**config.mk**
```make
export PLATFORM = sky130hd
export DESIGN_NAME = pipe_stage_reg_flat
export DESIGN_NICKNAME = d
export VERILOG_FILES = /design/src/rtl/pipe_stage_reg_if.sv /design/src/rtl/pipe_stage_reg.sv /design/src/flat_wrapper.sv
export SDC_FILE = /design/constraint.sdc
export NUM_CORES = 1
export LEC_CHECK = 0
export ABC_CLOCK_PERIOD_IN_PS = 1800
export CAP_MARGIN = 20
export CORE_AREA = 2 2 208 210
export DETAILED_ROUTE_END_ITERATION = 8
export DIE_AREA = 0 0 210 212
export GPL_TIMING_DRIVEN = 0
export RECOVER_POWER = 100
export SYNTH_ARGS = -nofsm -noshare
export SYNTH_HDL_FRONTEND = slang
export SYNTH_SLANG_ARGS = --single-unit
```
**constraint.sdc**
```tcl
create_clock -name clk -period 1.8 [get_ports clk]
set_input_delay 0.27 -clock clk [delete_from_list [all_inputs] [get_ports clk]]
set_output_delay 0.27 -clock clk [all_outputs]
set_load 0.02 [all_outputs]
```
**src/rtl/pipe_stage_reg_if.sv**
```systemverilog
// rtl/pipe_stage_reg_if.sv - stage-slot bundle carried between pipeline registers
//
// Groups every field of one pipeline slot so a stage register can take its
// upstream side and its downstream side as single ports.
//   valid     slot holds a real instruction
//   instr     instruction word (32)
//   pc, pc8   PC and PC+8 (PC_W)
//   payload   packed operands (PAYLOAD_W)
//   exc       exception code, 0 = none (EXC_W)
//   bd        instruction sits in a branch delay slot
//   badvaddr  faulting virtual address (32)
// Modports: master drives the slot, slave observes it.

interface pipe_stage_reg_if #(
  parameter int PAYLOAD_W = 96,
  parameter int PC_W      = 32,
  parameter int EXC_W     = 5
);
  logic                 valid;
  logic [31:0]          instr;
  logic [PC_W-1:0]      pc;
  logic [PC_W-1:0]      pc8;
  logic [PAYLOAD_W-1:0] payload;
  logic [EXC_W-1:0]     exc;
  logic                 bd;
  logic [31:0]          badvaddr;

  modport master (
    output valid, instr, pc, pc8, payload, exc, bd, badvaddr
  );

  modport slave (
    input valid, instr, pc, pc8, payload, exc, bd, badvaddr
  );
endinterface

```
**src/rtl/pipe_stage_reg.sv**
```systemverilog
// rtl/pipe_stage_reg.sv - inter-stage pipeline register with exception merge
//
// Registers one pipeline slot between two stages of the core (D->E, E->M,
// M->W). The first exception in program order wins: an exception already
// carried from earlier stages beats one detected by the upstream stage.
// Update priority on posedge clk: reset > req > clr > en > hold.
//
// Ports:
//   clk             clock, rising edge
//   reset           synchronous, active-high
//   req             exception taken: load EXC_VECTOR, kill the slot
//   clr             bubble: kill the slot but keep pc/pc8/bd for EPC recovery
//   en              advance: capture the upstream slot
//   in_stage        upstream slot (slave)
//   local_exc       exception raised by the upstream stage itself
//   local_badvaddr  BadVAddr that accompanies local_exc
//   out_stage       registered slot (master)
//   stall_cnt       saturating count of cycles held with a valid slot
//   bubble_cnt      saturating count of bubbles inserted by clr
//
// Configuration: define PIPE_STAGE_PERF_CNT_EN to build the performance
// counters; otherwise stall_cnt/bubble_cnt are tied to zero.

module pipe_stage_reg #(
  parameter int              PAYLOAD_W  = 96,
  parameter int              PC_W       = 32,
  parameter int              EXC_W      = 5,
  parameter logic [PC_W-1:0] RESET_PC   = 32'hbfc00000,
  parameter logic [PC_W-1:0] EXC_VECTOR = 32'hbfc00380,
  parameter int              CNT_W      = 16
) (
  input  logic               clk,
  input  logic               reset,
  input  logic               req,
  input  logic               clr,
  input  logic               en,
  pipe_stage_reg_if.slave    in_stage,
  input  logic [EXC_W-1:0]   local_exc,
  input  logic [31:0]        local_badvaddr,
  pipe_stage_reg_if.master   out_stage,
  output logic [CNT_W-1:0]   stall_cnt,
  output logic [CNT_W-1:0]   bubble_cnt
);

  logic [EXC_W-1:0] merged_exc;
  logic [31:0]      merged_badvaddr;

  // A local exception only counts for a real instruction; without any
  // exception the upstream BadVAddr is still forwarded unchanged.
  always_comb begin
    merged_exc      = '0;
    merged_badvaddr = in_stage.badvaddr;
    if (in_stage.exc != '0) begin
      merged_exc      = in_stage.exc;
      merged_badvaddr = in_stage.badvaddr;
    end else if (in_stage.valid && (local_exc != '0)) begin
      merged_exc      = local_exc;
      merged_badvaddr = local_badvaddr;
    end
  end

  always_ff @(posedge clk) begin
    if (reset) begin
      out_stage.valid    <= 1'b0;
      out_stage.instr    <= '0;
      out_stage.pc       <= RESET_PC;
      out_stage.pc8      <= RESET_PC;
      out_stage.payload  <= '0;
      out_stage.exc      <= '0;
      out_stage.bd       <= 1'b0;
      out_stage.badvaddr <= '0;
    end else if (req) begin
      out_stage.valid    <= 1'b0;
      out_stage.instr    <= '0;
      out_stage.pc       <= EXC_VECTOR;
      out_stage.pc8      <= EXC_VECTOR;
      out_stage.payload  <= '0;
      out_stage.exc      <= '0;
      out_stage.bd       <= 1'b0;
      out_stage.badvaddr <= '0;
    end else if (clr) begin
      // Bubble keeps pc/pc8/bd so a later exception on it still has an EPC.
      out_stage.valid    <= 1'b0;
      out_stage.instr    <= '0;
      out_stage.pc       <= in_stage.pc;
      out_stage.pc8      <= in_stage.pc8;
      out_stage.payload  <= '0;
      out_stage.exc      <= '0;
      out_stage.bd       <= in_stage.bd;
      out_stage.badvaddr <= '0;
    end else if (en) begin
      out_stage.valid    <= in_stage.valid;
      out_stage.instr    <= in_stage.instr;
      out_stage.pc       <= in_stage.pc;
      out_stage.pc8      <= in_stage.pc8;
      out_stage.payload  <= in_stage.payload;
      out_stage.exc      <= merged_exc;
      out_stage.bd       <= in_stage.bd;
      out_stage.badvaddr <= merged_badvaddr;
    end
  end

`ifdef PIPE_STAGE_PERF_CNT_EN
  // Both counters stick at all-ones; only reset clears them.
  always_ff @(posedge clk) begin
    if (reset) begin
      stall_cnt  <= '0;
      bubble_cnt <= '0;
    end else begin
      if (!req && !clr && !en && out_stage.valid && (stall_cnt != '1)) begin
        stall_cnt <= stall_cnt + CNT_W'(1);
      end
      if (!req && clr && (bubble_cnt != '1)) begin
        bubble_cnt <= bubble_cnt + CNT_W'(1);
      end
    end
  end
`else
  assign stall_cnt  = '0;
  assign bubble_cnt = '0;
`endif

endmodule
```
**src/flat_wrapper.sv**
```systemverilog
// flat-port wrapper written by rule: the top's interface ports become plain ports
module pipe_stage_reg_flat 
#(
  parameter int              PAYLOAD_W  = 96,
  parameter int              PC_W       = 32,
  parameter int              EXC_W      = 5,
  parameter logic [PC_W-1:0] RESET_PC   = 32'hbfc00000,
  parameter logic [PC_W-1:0] EXC_VECTOR = 32'hbfc00380,
  parameter int              CNT_W      = 16
)
  (clk, reset, req, clr, en, local_exc, local_badvaddr, stall_cnt, bubble_cnt, in_stage_valid, in_stage_instr, in_stage_pc, in_stage_pc8, in_stage_payload, in_stage_exc, in_stage_bd, in_stage_badvaddr, out_stage_valid, out_stage_instr, out_stage_pc, out_stage_pc8, out_stage_payload, out_stage_exc, out_stage_bd, out_stage_badvaddr);
  pipe_stage_reg_if #(.PAYLOAD_W(PAYLOAD_W), .PC_W(PC_W), .EXC_W(EXC_W)) in_stage_i ();
  pipe_stage_reg_if #(.PAYLOAD_W(PAYLOAD_W), .PC_W(PC_W), .EXC_W(EXC_W)) out_stage_i ();
  input  logic clk;
  input  logic reset;
  input  logic req;
  input  logic clr;
  input  logic en;
  input  logic [EXC_W-1:0] local_exc;
  input  logic [31:0] local_badvaddr;
  output logic [CNT_W-1:0] stall_cnt;
  output logic [CNT_W-1:0] bubble_cnt;
  input wire logic [$bits(in_stage_i.valid)-1:0] in_stage_valid;
  input wire logic [$bits(in_stage_i.instr)-1:0] in_stage_instr;
  input wire logic [$bits(in_stage_i.pc)-1:0] in_stage_pc;
  input wire logic [$bits(in_stage_i.pc8)-1:0] in_stage_pc8;
  input wire logic [$bits(in_stage_i.payload)-1:0] in_stage_payload;
  input wire logic [$bits(in_stage_i.exc)-1:0] in_stage_exc;
  input wire logic [$bits(in_stage_i.bd)-1:0] in_stage_bd;
  input wire logic [$bits(in_stage_i.badvaddr)-1:0] in_stage_badvaddr;
  output wire logic [$bits(out_stage_i.valid)-1:0] out_stage_valid;
  output wire logic [$bits(out_stage_i.instr)-1:0] out_stage_instr;
  output wire logic [$bits(out_stage_i.pc)-1:0] out_stage_pc;
  output wire logic [$bits(out_stage_i.pc8)-1:0] out_stage_pc8;
  output wire logic [$bits(out_stage_i.payload)-1:0] out_stage_payload;
  output wire logic [$bits(out_stage_i.exc)-1:0] out_stage_exc;
  output wire logic [$bits(out_stage_i.bd)-1:0] out_stage_bd;
  output wire logic [$bits(out_stage_i.badvaddr)-1:0] out_stage_badvaddr;
  assign in_stage_i.valid = in_stage_valid;
  assign in_stage_i.instr = in_stage_instr;
  assign in_stage_i.pc = in_stage_pc;
  assign in_stage_i.pc8 = in_stage_pc8;
  assign in_stage_i.payload = in_stage_payload;
  assign in_stage_i.exc = in_stage_exc;
  assign in_stage_i.bd = in_stage_bd;
  assign in_stage_i.badvaddr = in_stage_badvaddr;
  assign out_stage_valid = out_stage_i.valid;
  assign out_stage_instr = out_stage_i.instr;
  assign out_stage_pc = out_stage_i.pc;
  assign out_stage_pc8 = out_stage_i.pc8;
  assign out_stage_payload = out_stage_i.payload;
  assign out_stage_exc = out_stage_i.exc;
  assign out_stage_bd = out_stage_i.bd;
  assign out_stage_badvaddr = out_stage_i.badvaddr;
  pipe_stage_reg #(.PAYLOAD_W(PAYLOAD_W), .PC_W(PC_W), .EXC_W(EXC_W), .RESET_PC(RESET_PC), .EXC_VECTOR(EXC_VECTOR), .CNT_W(CNT_W)) u_core (.clk(clk), .reset(reset), .req(req), .clr(clr), .en(en), .in_stage(in_stage_i), .local_exc(local_exc), .local_badvaddr(local_badvaddr), .out_stage(out_stage_i), .stall_cnt(stall_cnt), .bubble_cnt(bubble_cnt));
endmodule
```
# Yosys cells after proc, flatten, opt, wreduce, memory -nomap -nowiden

Index checks and enable logic that the tools add are counted.

Register bits: 231
Latch bits: 0
RAM bits: 0
Memory bits (read-only): 0
Bits of input ports: 273
Output and inout bits: 263
Memories kept: 0

$add $sub $neg: 0
Multiply operators: 0
Div/mod/pow operators: 0
Order comparisons: 0
Eq/ne operators: 0
Shifts and indexed selects: 0
Muxes and demuxes: 12
Bitwise operators: 0
Reduce and logical (&&, ||, !) cells: 7

Operators with widths:

| operator           | count |
|---|---|
| 2-to-1 mux 32 bit  | 6 |
| 2-to-1 mux 10 bit  | 2 |
| 2-to-1 mux 5 bit   | 2 |
| nonzero test 5 bit | 2 |
| nonzero test 3 bit | 1 |
| OR reduction 3 bit | 1 |
| 2-to-1 mux 1 bit   | 2 |
| nonzero test 2 bit | 1 |
| OR reduction 2 bit | 1 |
| logical AND 1 bit  | 1 |

# Logic depth before layout (Yosys ltp)

Depth after elaboration: 4
Mapped depth: 7
Depth with buffers taken out: 4

# Worst setup path before layout

Ideal clock, no wire load.

Kind: input port to flip-flop
Start: input port local_exc[0]
End: register u_core.out_stage.badvaddr[12]
Setup time: 0.137 ns
Data arrival time: 1.356 ns
Required time: 1.663 ns
Slack: 0.308 ns
Stages: 5
Path buffers: 1
Path through: or4_4 -> o211a_4 -> buf_2 -> nand2_1 -> a31oi_1

Word-level cells in the longest chain between the ends: 4

Ends and longest elaborated chain:

| what                 | RTL line                | RTL |
|---|---|---|
| start, declared      | flat_wrapper.sv:19      | `input logic [EXC_W-1:0] local_exc;` |
| nonzero test 5 bit   | pipe_stage_reg.sv:56    | `end else if (in_stage.valid && (local_exc != '0)) begin` |
| logical AND 1 bit    | pipe_stage_reg.sv:56    |  |
| 2-to-1 mux 32 bit    | pipe_stage_reg.sv:56    |  |
| 2-to-1 mux 32 bit    | pipe_stage_reg.sv:53    | `if (in_stage.exc != '0) begin` |
| end signal, assigned | pipe_stage_reg.sv:99    | `out_stage.badvaddr <= merged_badvaddr;` |
| end, declared        | pipe_stage_reg_if.sv:29 | `output valid, instr, pc, pc8, payload, exc, bd, badvaddr` |

No other way between the ends.
A chain may end at the register's enable or synchronous reset.

# Final worst setup path

Start: register u_core.out_stage.badvaddr[11]
End: output port out_stage_badvaddr[11]

RTL lines:

| what          | RTL line           | RTL |
|---|---|---|
| end, declared | flat_wrapper.sv:38 | `output wire logic [$bits(out_stage_i.badvaddr)-1:0] out_stage_badvaddr;` |

No word-level cell between the ends.

==> flow_metrics.env <==
export IMPL_outcome="finished, final reports clean"
export IMPL_synth_top_area_share=0.540
export IMPL_numPortBuffers=501
export IMPL_cp_slowest_cell="sky130_fd_sc_hd__clkdlybuf4s50_1"
export IMPL_final_net_count=1774
export IMPL_worst_setup_hold_path_clk_slew_ps=60
export IMPL_cp_end_kind="primary output"
export IMPL_r2r_worst_path_cells=2
export IMPL_synth_top_area_cell="sky130_fd_sc_hd__dfxtp_1"
export IMPL_clk_path_buf_depth=3
export IMPL_crit_start="u_core.out_stage.badvaddr[11]$_SDFFE_PP0P_"
export IMPL_cellInternalPower_mw=9.45
export IMPL_hpwl_um=27300
export IMPL_min_path_type="input port to register"
export IMPL_report_final_hold_viol_count=0
export IMPL_cts_htree_levels=1
export IMPL_max_stage_delay_ps=610
export IMPL_die_y_um=212
export IMPL_final_cell_count_no_fill=2064
export IMPL_vias_per_cell=4.08
export IMPL_post_route_drc_count=0
export IMPL_synth_cells=939
export IMPL_area_growth_pct=72.9
export IMPL_skew_ps=0
export IMPL_worstMarginPinSlew_ps=780
export IMPL_antenna_violating_nets_post_route=0
export IMPL_yosysWarningCount=0
export IMPL_regToRegEndpoint="u_core.out_stage.badvaddr[26]$_SDFFE_PP0P_"
export IMPL_cp_depth=1
export IMPL_cp_max_fanout=2
export IMPL_postRouteWirelength_um=34700
export IMPL_initial_utilization=0.201
export IMPL_n_fill_cell=4475
export IMPL_synthesis_area_um2=8560
export IMPL_grt_first_pass_wirelength_um=50100
export IMPL_dp_slack_ps=-1120
export IMPL_syn_avg_cell_area_um2=9.12
export IMPL_final_setup_violation_count=0
export IMPL_power_density_nw_per_um2=846
export IMPL_core_area_um2=42500
export IMPL_gp_congestion=0.808
export IMPL_max_vdd_ir_drop_v=0.000546
export IMPL_clk_insertion_delay_late_ps=550
export IMPL_global_route_usage_total=0.146
export IMPL_net_switching_power_mw=3.07
export IMPL_finalWorstSetupSlack_ps=39.4
export IMPL_chipWidth_um=210
export IMPL_critPathBufInv=1
export IMPL_netSwitchingFraction=0.245
export IMPL_antenna_found_initial=4
export IMPL_cts_setup_buffers=0
export IMPL_worst_setup_path_type="register to primary output"
export IMPL_max_cap_violations=0
export IMPL_num_io_pins=536
export IMPL_first_global_vias=8458
export IMPL_cp_data_arrival_time_ps=1490
export IMPL_tritoncts="built"
export IMPL_fmaxAchievable_mhz=568
export IMPL_unrepaired_setup_endpoints_after_global_routing="yes"
export IMPL_start_kind="register"
export IMPL_critPathCapture="out_stage_badvaddr[11]"
export IMPL_power_frac_clock=0.436
export IMPL_clock_buffer_count_from_cts=27
export IMPL_cellLeakagePower_nw=6.69
export IMPL_gr_total_overflow=0
export IMPL_cells_on_worst_hold_path=3
export IMPL_clock_sinks=231
export IMPL_synth_register_bits=231
export IMPL_sequential_element_share_of_the_synthesized_area=0.540
export IMPL_num_vias=8412
export IMPL_yosys_cell_types_count=24
export IMPL_worst_r2r_startpoint="u_core.out_stage.badvaddr[26]$_SDFFE_PP0P_"
export IMPL_dp_cells=2017
export IMPL_dominant_cells_by_area_after_synthesis="sky130_fd_sc_hd__dfxtp_1, sky130_fd_sc_hd__mux2i_1, sky130_fd_sc_hd__nand2_1"
export IMPL_finalWorstPathRequiredPeriod_ps=1760
export IMPL_layout_worst_path_cycle_share=0.978
export IMPL_drt_pass1_iter_count=4
export IMPL_timing_critical_path_cells="clkdlybuf4s50_1"
export IMPL_rows=76
export IMPL_grt_start_max_net_pins=15
export IMPL_drt_wirelength_per_cell_um=16.8
export IMPL_path_delay_family="buffers and inverters"
export IMPL_drt_initial_drc_count=284
export IMPL_pwr_share_seq=0.425
export IMPL_final_layout_size_suffix_gt1_frac=0.0692
export IMPL_slew_limit_headroom=0.480
export IMPL_clock_root_buffer="sky130_fd_sc_hd__clkbuf_16"
export IMPL_slew_viol_final=0
export IMPL_reg2reg_slack_ps=1100
export IMPL_comb_power_share=0.139
export IMPL_die_area_um2=44500
export IMPL_critical_path_data_required_time_ps=1530
==> metrics by stage <==
stage | instance area, um^2 | hold slack (ps) | utilization | setup TNS (ps) | power, mW
2_1_floorplan | 8680 | 394 | - | 0 | 6.20
3_3_place_gp | 14400 | 437 | 0.338 | -117210 | 7.27
3_5_place_dp | 14400 | 445 | 0.338 | -125930 | 7.28
4_1_cts | 15100 | 77.6 | 0.354 | 0 | 12.8
5_1_grt | 14800 | 122 | 0.348 | -750 | 13.0
6_report | 14800 | 107 | 0.348 | 0 | 12.5
==> registers in the layout, indices dropped and copies added, names as in the netlist <==
register and cells:
u_core.out_stage.payload 96, u_core.out_stage.instr 32, u_core.out_stage.badvaddr 32, u_core.out_stage.exc 5, u_core.out_stage.pc8 32, u_core.out_stage.valid 1
u_core.out_stage.bd 1, u_core.out_stage.pc 32
==> worst reg2reg max path: cells and delay by family (launching register included) <==
family | cells | cell delay (ps)
compound gates | 2 | 230
flops | 1 | 330
==> synthesized netlist by cell type <==
cell type and count:
sky130_fd_sc_hd__clkbuf_1 42, sky130_fd_sc_hd__nor2_4 1, sky130_fd_sc_hd__or2_1 1, sky130_fd_sc_hd__a31oi_1 43, sky130_fd_sc_hd__or4_4 1, sky130_fd_sc_hd__buf_2 17, sky130_fd_sc_hd__mux2i_1 129, sky130_fd_sc_hd__or2_2 1
sky130_fd_sc_hd__nand2_1 194, sky130_fd_sc_hd__buf_6 3, sky130_fd_sc_hd__or3_1 1, sky130_fd_sc_hd__buf_4 32, sky130_fd_sc_hd__dfxtp_1 231, sky130_fd_sc_hd__o211a_4 1, sky130_fd_sc_hd__inv_1 1, sky130_fd_sc_hd__o21ai_1 3
sky130_fd_sc_hd__nor2_1 132, sky130_fd_sc_hd__o21ai_0 34, sky130_fd_sc_hd__buf_1 5, sky130_fd_sc_hd__conb_1 1, sky130_fd_sc_hd__nor4b_4 1, sky130_fd_sc_hd__nand3_1 18, sky130_fd_sc_hd__o211ai_4 1, sky130_fd_sc_hd__a21oi_1 46
==> cell usage in the layout, fill, tap and decap left out, drive strengths merged <==
master / count
clkinvlp: 1
nor4b: 1
or2: 2
mux2i: 129
inv: 2
nand3: 18
conb: 32
o211ai: 1
clkdlybuf4s50: 288
dfxtp: 231
clkbuf: 130
diode: 1
bufinv: 2
o211a: 1
or3: 1
nand2: 194
or4: 1
dlygate4sd3: 1
buf: 51
a21oi: 46
dlygate4sd2: 172
o21ai: 37
a31oi: 43
nor2: 133
==> power by group through the flow <==
stage	logic (mW)	clock network (mW)	registers [mW]
5_1_grt	1.87	5.83	5.34
2_1_floorplan	0.600	0	5.60
4_1_cts	1.78	5.64	5.32
6_report	1.74	5.46	5.32
3_3_place_gp	1.84	0	5.43
3_5_place_dp	1.84	0	5.44
==> repair_timing <==
action | CTS | global route
resized for setup | 179 | 52
hold endpoints to repair | 6 | 0
pin swaps | 0 | 0
endpoints found under the setup margin | 283 | 79
hold buffers | 1 | 0
==> worst min path at each step <==
stage / startpoint / end / slack [ps]
final: reset / u_core.out_stage.pc[26]$_SDFFE_PP1P_ / 110
after global routing: reset / u_core.out_stage.pc[31]$_SDFFE_PP1P_ / 120
after CTS: reset / u_core.out_stage.pc[31]$_SDFFE_PP1P_ / 80
after detailed placement: u_core.out_stage.pc8[6]$_SDFFE_PP0P_ / u_core.out_stage.pc8[6]$_SDFFE_PP0P_ / 440
after global placement: u_core.out_stage.pc[6]$_SDFFE_PP0P_ / u_core.out_stage.pc[6]$_SDFFE_PP0P_ / 440
after floorplan: in_stage_pc8[31] / u_core.out_stage.pc8[31]$_SDFFE_PP1P_ / 390
==> final cells by class <==
class | count | area [um^2] | share of cell area
Tap cell | 546 | 683 | 0.0462
Clock inverter | 4 | 87.6 | 0.00592
Timing Repair Buffer | 502 | 4550 | 0.308
Antenna cell | 1 | 2.50 | 0.000169
Multi-Input combinational cell | 639 | 3510 | 0.237
Inverter | 1 | 3.75 | 0.000254
Buffer | 99 | 549 | 0.0371
Sequential cell | 231 | 4620 | 0.313
Clock buffer | 41 | 788 | 0.0533
==> cells by family (layout without fill, tap and decap cells) <==
family                 Yosys count  in the layout  synth area share
AOI/OAI and AO/OA              128            128            0.0845
and+or+nand+nor                350            350             0.161
other                            1             33          0.000438
muxes                          129            129             0.151
DFF                            231            231             0.540
buffers and inverters          100            647            0.0630
==> routing by layer <==
| metal | up-vias | wire (um) | global-route usage | part of all wire |
|---|---|---|---|---|
| met5 | - | 32 | 0 | 0.00092 |
| met3 | 47 | 3610 | 0.0585 | 0.10 |
| met4 | 6 | 824 | 0.0462 | 0.024 |
| met2 | 367 | 17100 | 0.265 | 0.49 |
| li1 | 4187 | - | - | - |
| met1 | 3805 | 13100 | 0.156 | 0.38 |
Power figures use the tool's default switching activity.
